<file path="src/rtl/div_pkg.sv">
// Shared definitions for the sequential restoring divider.
//   div_state_e         : controller state encoding (idle / iterate / result stage)
//   DivWidthDefault     : default operand width
//   div_cnt_width()     : width of the step counter for a given operand width
//   DivCntWidthDefault  : step counter width at the default operand width
package div_pkg;

  typedef enum logic [1:0] {
    StIdle = 2'd0,
    StCalc = 2'd1,
    StDone = 2'd2
  } div_state_e;

  localparam int unsigned DivWidthDefault = 4;

  // Counter must hold the value WIDTH itself, hence WIDTH+1.
  function automatic int unsigned div_cnt_width(input int unsigned width);
    return $clog2(width + 1);
  endfunction

  localparam int unsigned DivCntWidthDefault = div_cnt_width(DivWidthDefault);

endpackage

</file>
<file path="src/rtl/div_sub_step.sv">
// Combinational (WIDTH+1)-bit trial subtractor for one restoring-division step.
// Computes trial - {0, divisor} as trial + ~{0, divisor} + 1 through a full-adder
// ripple chain.
//   trial   in  WIDTH+1  partial remainder shifted with the next dividend bit
//   divisor in  WIDTH    divisor
//   diff    out WIDTH+1  difference
//   borrow  out 1        high when divisor > trial (inverted carry-out)
module div_sub_step
  import div_pkg::*;
#(
  parameter int unsigned WIDTH = DivWidthDefault
) (
  input  logic [WIDTH:0]   trial,
  input  logic [WIDTH-1:0] divisor,
  output logic [WIDTH:0]   diff,
  output logic             borrow
);

  logic [WIDTH:0]   addend;
  logic [WIDTH+1:0] carry;

  assign addend = ~{1'b0, divisor};

  always_comb begin
    carry    = '0;
    diff     = '0;
    carry[0] = 1'b1;  // the +1 of the two's complement
    for (int i = 0; i <= int'(WIDTH); i++) begin
      diff[i]      = trial[i] ^ addend[i] ^ carry[i];
      carry[i + 1] = (trial[i] & addend[i]) | (carry[i] & (trial[i] ^ addend[i]));
    end
  end

  assign borrow = ~carry[WIDTH+1];

endmodule

</file>
<file path="src/rtl/divider_seq.sv">
// Multi-cycle restoring integer divider: one quotient bit per clock.
// Build option: define DIV_SIGNED_EN for two's-complement operands (magnitudes go
// through the unsigned core, signs are applied when the result is loaded).
//   i_clk        in  1      clock, rising edge
//   i_rst_n      in  1      asynchronous active-low reset
//   i_start      in  1      start request (accepted in idle or in the result cycle)
//   i_dividend   in  WIDTH  dividend, sampled with i_start
//   i_divisor    in  WIDTH  divisor, sampled with i_start
//   o_busy       out 1      high while iterating
//   o_done       out 1      one-cycle pulse, results valid from this cycle
//   o_quotient   out WIDTH  quotient, held until the next result load
//   o_remainder  out WIDTH  remainder, held until the next result load
//   o_div_zero   out 1      divide-by-zero flag of the last operation
module divider_seq
  import div_pkg::*;
#(
  parameter int unsigned WIDTH = DivWidthDefault
) (
  input  logic             i_clk,
  input  logic             i_rst_n,
  input  logic             i_start,
  input  logic [WIDTH-1:0] i_dividend,
  input  logic [WIDTH-1:0] i_divisor,
  output logic             o_busy,
  output logic             o_done,
  output logic [WIDTH-1:0] o_quotient,
  output logic [WIDTH-1:0] o_remainder,
  output logic             o_div_zero
);

  localparam int unsigned     CntW    = div_cnt_width(WIDTH);
  localparam logic [CntW-1:0] CntInit = CntW'(WIDTH);
  localparam logic [CntW-1:0] CntOne  = CntW'(1);

  div_state_e       state_q, state_d;
  logic [WIDTH:0]   r_q, r_d;
  logic [WIDTH-1:0] q_q, q_d;
  logic [WIDTH-1:0] dvs_q, dvs_d;
  logic [CntW-1:0]  cnt_q, cnt_d;
  logic [WIDTH-1:0] quo_q, quo_d;
  logic [WIDTH-1:0] rem_q, rem_d;
  logic             dz_q, dz_d;

  logic [WIDTH:0]   trial;
  logic [WIDTH:0]   diff;
  logic             borrow;
  logic [WIDTH:0]   step_r;
  logic [WIDTH-1:0] step_q;
  logic [WIDTH-1:0] quo_fix;
  logic [WIDTH-1:0] rem_fix;
  logic [WIDTH-1:0] op_dividend;
  logic [WIDTH-1:0] op_divisor;

  // The partial remainder never exceeds the divisor, so its top bit stays 0.
  logic unused_r_msb;
  assign unused_r_msb = r_q[WIDTH];

  assign trial = {r_q[WIDTH-1:0], q_q[WIDTH-1]};

  div_sub_step #(
    .WIDTH(WIDTH)
  ) u_sub_step (
    .trial  (trial),
    .divisor(dvs_q),
    .diff   (diff),
    .borrow (borrow)
  );

  assign step_r = borrow ? trial : diff;
  assign step_q = {q_q[WIDTH-2:0], ~borrow};

`ifdef DIV_SIGNED_EN
  localparam logic [WIDTH-1:0] One = WIDTH'(1);

  logic qneg_q, qneg_d;
  logic rneg_q, rneg_d;

  assign op_dividend = i_dividend[WIDTH-1] ? (~i_dividend + One) : i_dividend;
  assign op_divisor  = i_divisor[WIDTH-1]  ? (~i_divisor + One)  : i_divisor;
  // Most-negative / -1 wraps naturally: magnitude 2^(W-1) negates to itself.
  assign quo_fix = qneg_q ? (~step_q + One) : step_q;
  assign rem_fix = rneg_q ? (~step_r[WIDTH-1:0] + One) : step_r[WIDTH-1:0];
`else
  assign op_dividend = i_dividend;
  assign op_divisor  = i_divisor;
  assign quo_fix     = step_q;
  assign rem_fix     = step_r[WIDTH-1:0];
`endif

  always_comb begin
    state_d = state_q;
    r_d     = r_q;
    q_d     = q_q;
    dvs_d   = dvs_q;
    cnt_d   = cnt_q;
    quo_d   = quo_q;
    rem_d   = rem_q;
    dz_d    = dz_q;
`ifdef DIV_SIGNED_EN
    qneg_d  = qneg_q;
    rneg_d  = rneg_q;
`endif

    case (state_q)
      StCalc: begin
        r_d   = step_r;
        q_d   = step_q;
        cnt_d = cnt_q - CntOne;
        if (cnt_q == CntOne) begin
          state_d = StDone;
          quo_d   = quo_fix;
          rem_d   = rem_fix;
          dz_d    = 1'b0;
        end
      end
      StDone:  state_d = StIdle;
      default: state_d = StIdle;
    endcase

    // A start in the result cycle is taken like one in idle, so ops can chain.
    if (i_start && (state_q != StCalc)) begin
      if (i_divisor == '0) begin
        state_d = StDone;
        quo_d   = '1;
        rem_d   = i_dividend;
        dz_d    = 1'b1;
      end else begin
        state_d = StCalc;
        r_d     = '0;
        q_d     = op_dividend;
        dvs_d   = op_divisor;
        cnt_d   = CntInit;
`ifdef DIV_SIGNED_EN
        qneg_d  = i_dividend[WIDTH-1] ^ i_divisor[WIDTH-1];
        rneg_d  = i_dividend[WIDTH-1];
`endif
      end
    end
  end

  always_ff @(posedge i_clk or negedge i_rst_n) begin
    if (!i_rst_n) begin
      state_q <= StIdle;
      r_q     <= '0;
      q_q     <= '0;
      dvs_q   <= '0;
      cnt_q   <= '0;
      quo_q   <= '0;
      rem_q   <= '0;
      dz_q    <= 1'b0;
    end else begin
      state_q <= state_d;
      r_q     <= r_d;
      q_q     <= q_d;
      dvs_q   <= dvs_d;
      cnt_q   <= cnt_d;
      quo_q   <= quo_d;
      rem_q   <= rem_d;
      dz_q    <= dz_d;
    end
  end

`ifdef DIV_SIGNED_EN
  always_ff @(posedge i_clk or negedge i_rst_n) begin
    if (!i_rst_n) begin
      qneg_q <= 1'b0;
      rneg_q <= 1'b0;
    end else begin
      qneg_q <= qneg_d;
      rneg_q <= rneg_d;
    end
  end
`endif

  assign o_busy      = (state_q == StCalc);
  assign o_done      = (state_q == StDone);
  assign o_quotient  = quo_q;
  assign o_remainder = rem_q;
  assign o_div_zero  = dz_q;

endmodule

</file>
<file path="config.mk">
export PLATFORM = sky130hd
export DESIGN_NAME = divider_seq
export DESIGN_NICKNAME = d
export VERILOG_FILES = /design/src/rtl/div_pkg.sv /design/src/rtl/div_sub_step.sv /design/src/rtl/divider_seq.sv
export SDC_FILE = /design/constraint.sdc
export NUM_CORES = 1
export LEC_CHECK = 0
export CAP_MARGIN = 20
export CELL_PAD_IN_SITES_DETAIL_PLACEMENT = 1
export CELL_PAD_IN_SITES_GLOBAL_PLACEMENT = 2
export CORE_ASPECT_RATIO = 0.7
export CORE_MARGIN = 2
export CORE_UTILIZATION = 33
export CTS_BUF_LIST = sky130_fd_sc_hd__clkbuf_16
export DETAILED_ROUTE_END_ITERATION = 16
export GPL_TIMING_DRIVEN = 0
export PLACE_DENSITY = 0.81
export SLEW_MARGIN = 20
export SYNTH_ARGS = -nofsm -noshare
export SYNTH_HDL_FRONTEND = slang
export SYNTH_SLANG_ARGS = --single-unit
</file>
<file path="constraint.sdc">
create_clock -name i_clk -period 3.03 [get_ports i_clk]
set_input_delay 0.4545 -clock i_clk [delete_from_list [all_inputs] [get_ports i_clk]]
set_output_delay 0.4545 -clock i_clk [all_outputs]
set_load 0.05 [all_outputs]
</file>
==> implementation parameters <==
Parameter                              Value

Global route
  Number of antenna violations at the first check in global routing    0
  Global-route met1 utilization    23.7%
  Met3 track utilization from global routing    3.32%
  Total Routing Usage GR    17.1%
  Grt met2 use    28.5%
  Vias in the first global route    1180
  GRT busiest layer    met2
  Maximum number of pins on one net before global-route repair    27
  Overall overflow remaining after global route    0
  Global-route wire length before repair    5930 um

Pwr
  Worst vdd rail ir drop    0.000463 V
  P_leak    0.702 nW
  Power per cell area    1250 nW/um^2
  Total design power    0.00210 W

Clock tree
  Source-to-sink clock delay at the later pin of the worst-skew pair    approximately 0.26 ns
  TritonCTS buffer count    3
  Count of H-tree levels built during CTS    1
  Root Buffer    clkbuf_16
  Number of gates resized after cts    0
  Maximum buffer depth of the clock tree    2
  Clk pin slew, worst setup/hold paths    0.07 ns
  Hold_buf cts    0
  Postcts setup bufs    0
  Clock tree sinks    26
  CTS tree    done

Synthesis
  Cell area after technology mapping    1340 sq um
  Synthesized area per cell    10.3 sq um
  Proportion of netlist area held by the largest area contributor    slightly below 50%
  Most area-consuming cells after synthesis    dfrtp_1 49%, fa_1 4.5%, mux2i_1 3.7%
  Synthesized net count    147
  Yosys warnings    0
  Number of library cell types mapped by synthesis    29
  Synth Instances    130
  #FFs+latches synth    26
  Cell taking the most area after synthesis    dfrtp_1
  Sequential-to-total area share from yosys stat    48.6%

Floorplanning
  IO Count    22
  Die height    57.3 um
  Initial Utilization    34.3%
  Row Count    19
  Placeable core area    3900 sq um
  Chip Width    80.1 um
  Die area    between 4000 and 5000 sq um

Critical path
  Req. time, crit path    approximately 3.2 ns
  Worst setup path endpoint    o_remainder[1]
  Worst r2r path cells    9
  R2r setup slk    0.22 ns
  Critical path origin    q_q[3]
  FF-to-FF Start    q_q[3]
  Worst Path Max Fanout    8
  Capturing element type of the critical path    flip-flop
  Type of the worst setup path    reg2reg
  Startpoint kind of the worst setup timing path    flip-flop
  Critical R2R Capture    o_remainder[1]
  WP data arrival    2.97 ns

Placement
  Dpl hpwl    between 2000 and 3000 um
  Post-placement cell count    203
  Placer Congestion    between 0.8 and 0.9
  Instance area after placement    1610 sq um
  Port buffer count    21

STA
  Achievable clock frequency    0.356 GHz
  Slew at the pin with the worst max-slew slack    0.610 ns
  Period Utilization, post-route    92.8%
  Setup TNS Final    0 ns
  Worst Clk Skew    0.00212 ns
  Unrepaired setup endpoints after global routing    false
  Fin. Hold Viols    0
  Min Tclk post-route    2.81 ns
  Final count of negative-setup-slack endpoints    0
  Number of max-slew violations in the final report    0
  Max_slew headroom    59.3%

Worst hold path
  Classification of the worst-slack hold path    in2async

Drt
  Post-route DRC    0
  Final wirelength    between 3000 and 4000 um
  Antenna viol nets, final    0
  Via/cell ratio    5.23
  WL per Instance    16.7 um
  DRC violation total after the first TritonRoute iteration    35
  DR pass1 iterations    4
  Number of vias after detailed routing    between 1000 and 1500

Cells and area
  Most frequent cells in the layout    26 x dfrtp_1, 20 x clkdlybuf4s50_1, 12 x nand2_1
  Layout Cell Area excl Fill    around 1700 sq um
  Layout Cells excl Fill    206
  Inserted Diodes    0
  Area overhead of the layout relative to synthesis    26.0%
  Proportion of layout cells with a drive suffix above 1    about 6%
  Most common cell after layout, fill and taps aside    dfrtp_1
  Final Net Count    173

Status
  Status    finished clean

Job
  Reported max-cap violation count    0
## where the power goes
part           internal (W)  leakage [nW]  switching (W)  total (W)
logic              0.000428         0.363       0.000721    0.00115
registers          0.000523         0.302       0.000137   0.000660
clock network      0.000175        0.0370       0.000120   0.000295
total               0.00113         0.702       0.000978    0.00210
## layout make-up
| type | count | area, sq um |
|---|---|---|
| sequential | 26 | 651 |
| multi-input combinational | 87 | 618 |
| buffer | 8 | 37.5 |
| inverter | 9 | 33.8 |
| tap | 52 | 65.1 |
| fill | 453 | 2210 |
| clock buffer | 3 | 75.1 |
| timing repair buffer | 21 | 205 |
## critical path, cell delays in order, from the launching register on
cell and delay [ns]:
dfrtp_1 0.40, inv_1 0.07, ha_1 0.13, inv_1 0.05, fa_1 0.40, fa_1 0.39, fa_1 0.49, nor2_2 0.36
a211oi_1 0.15, o31ai_1 0.28
## worst min path at each step
stage | from | endpoint | depth (start not counted)
final | i_rst_n | r_q[2] | 1
after global routing | i_rst_n | dvs_q[3] | 1
after CTS | i_rst_n | r_q[2] | 1
after detailed placement | o_div_zero | o_div_zero | 2
after global placement | o_div_zero | o_div_zero | 2
after floorplan | i_rst_n | cnt_q[0] | 0
## state kept, by name, indices dropped and copies added (netlist names)
| register | cells |
|---|---|
| o_remainder | 4 |
| state_q | 2 |
| o_div_zero | 1 |
| o_quotient | 4 |
| r_q | 4 |
| cnt_q | 3 |
| dvs_q | 4 |
| q_q | 4 |
## cell usage after synthesis
| cell | n |
|---|---|
| nand4bb_1 | 1 |
| a32o_1 | 4 |
| nand2b_1 | 1 |
| o21ai_0 | 7 |
| nand2_1 | 12 |
| and3_1 | 1 |
| or2_2 | 1 |
| a31oi_1 | 1 |
| nor4bb_1 | 1 |
| a21oi_1 | 9 |
| o211ai_1 | 1 |
| nand4_1 | 4 |
| nor2b_1 | 1 |
| clkbuf_1 | 7 |
| nand3b_1 | 1 |
| nor4_4 | 1 |
| a211oi_1 | 3 |
| or3_1 | 1 |
| ha_1 | 3 |
| nor2_1 | 8 |
| mux2i_1 | 5 |
| o41ai_4 | 1 |
| nand3_1 | 10 |
| buf_6 | 1 |
| dfrtp_1 | 26 |
| fa_1 | 3 |
| o31ai_1 | 4 |
| o21a_1 | 3 |
| inv_1 | 9 |
## metrics by stage
stage	setup WS, ns	util, %	hold slack (ns)
after floorplan	0.513	-	0.159
after global placement	0.180	41.4	0.461
after detailed placement	0.143	41.2	0.479
after CTS	0.0739	43.2	0.226
after global routing	0.0410	43.2	0.236
final	0.218	43.2	0.203
## routing by layer
metal / up-vias / share of wire [%] / routed length [um]
met1: 543 / 51 / 1770
met2: 13 / 46 / 1580
met5: - / 0 / 0
met4: 0 / 0.52 / 18
met3: 4 / 1.9 / 66
li1: 517 / - / -
## cells by family after synthesis
kind of cell               Yosys count  share of synthesized area, %
DFF                                 26                          48.6
buffers and inverters               17                          5.33
adders and majority gates            6                          7.30
muxes                                5                          3.74
AOI/OAI and AO/OA                   33                          17.7
and+or+nand+nor                     43                          17.3
(Power assumes the default switching activity.)
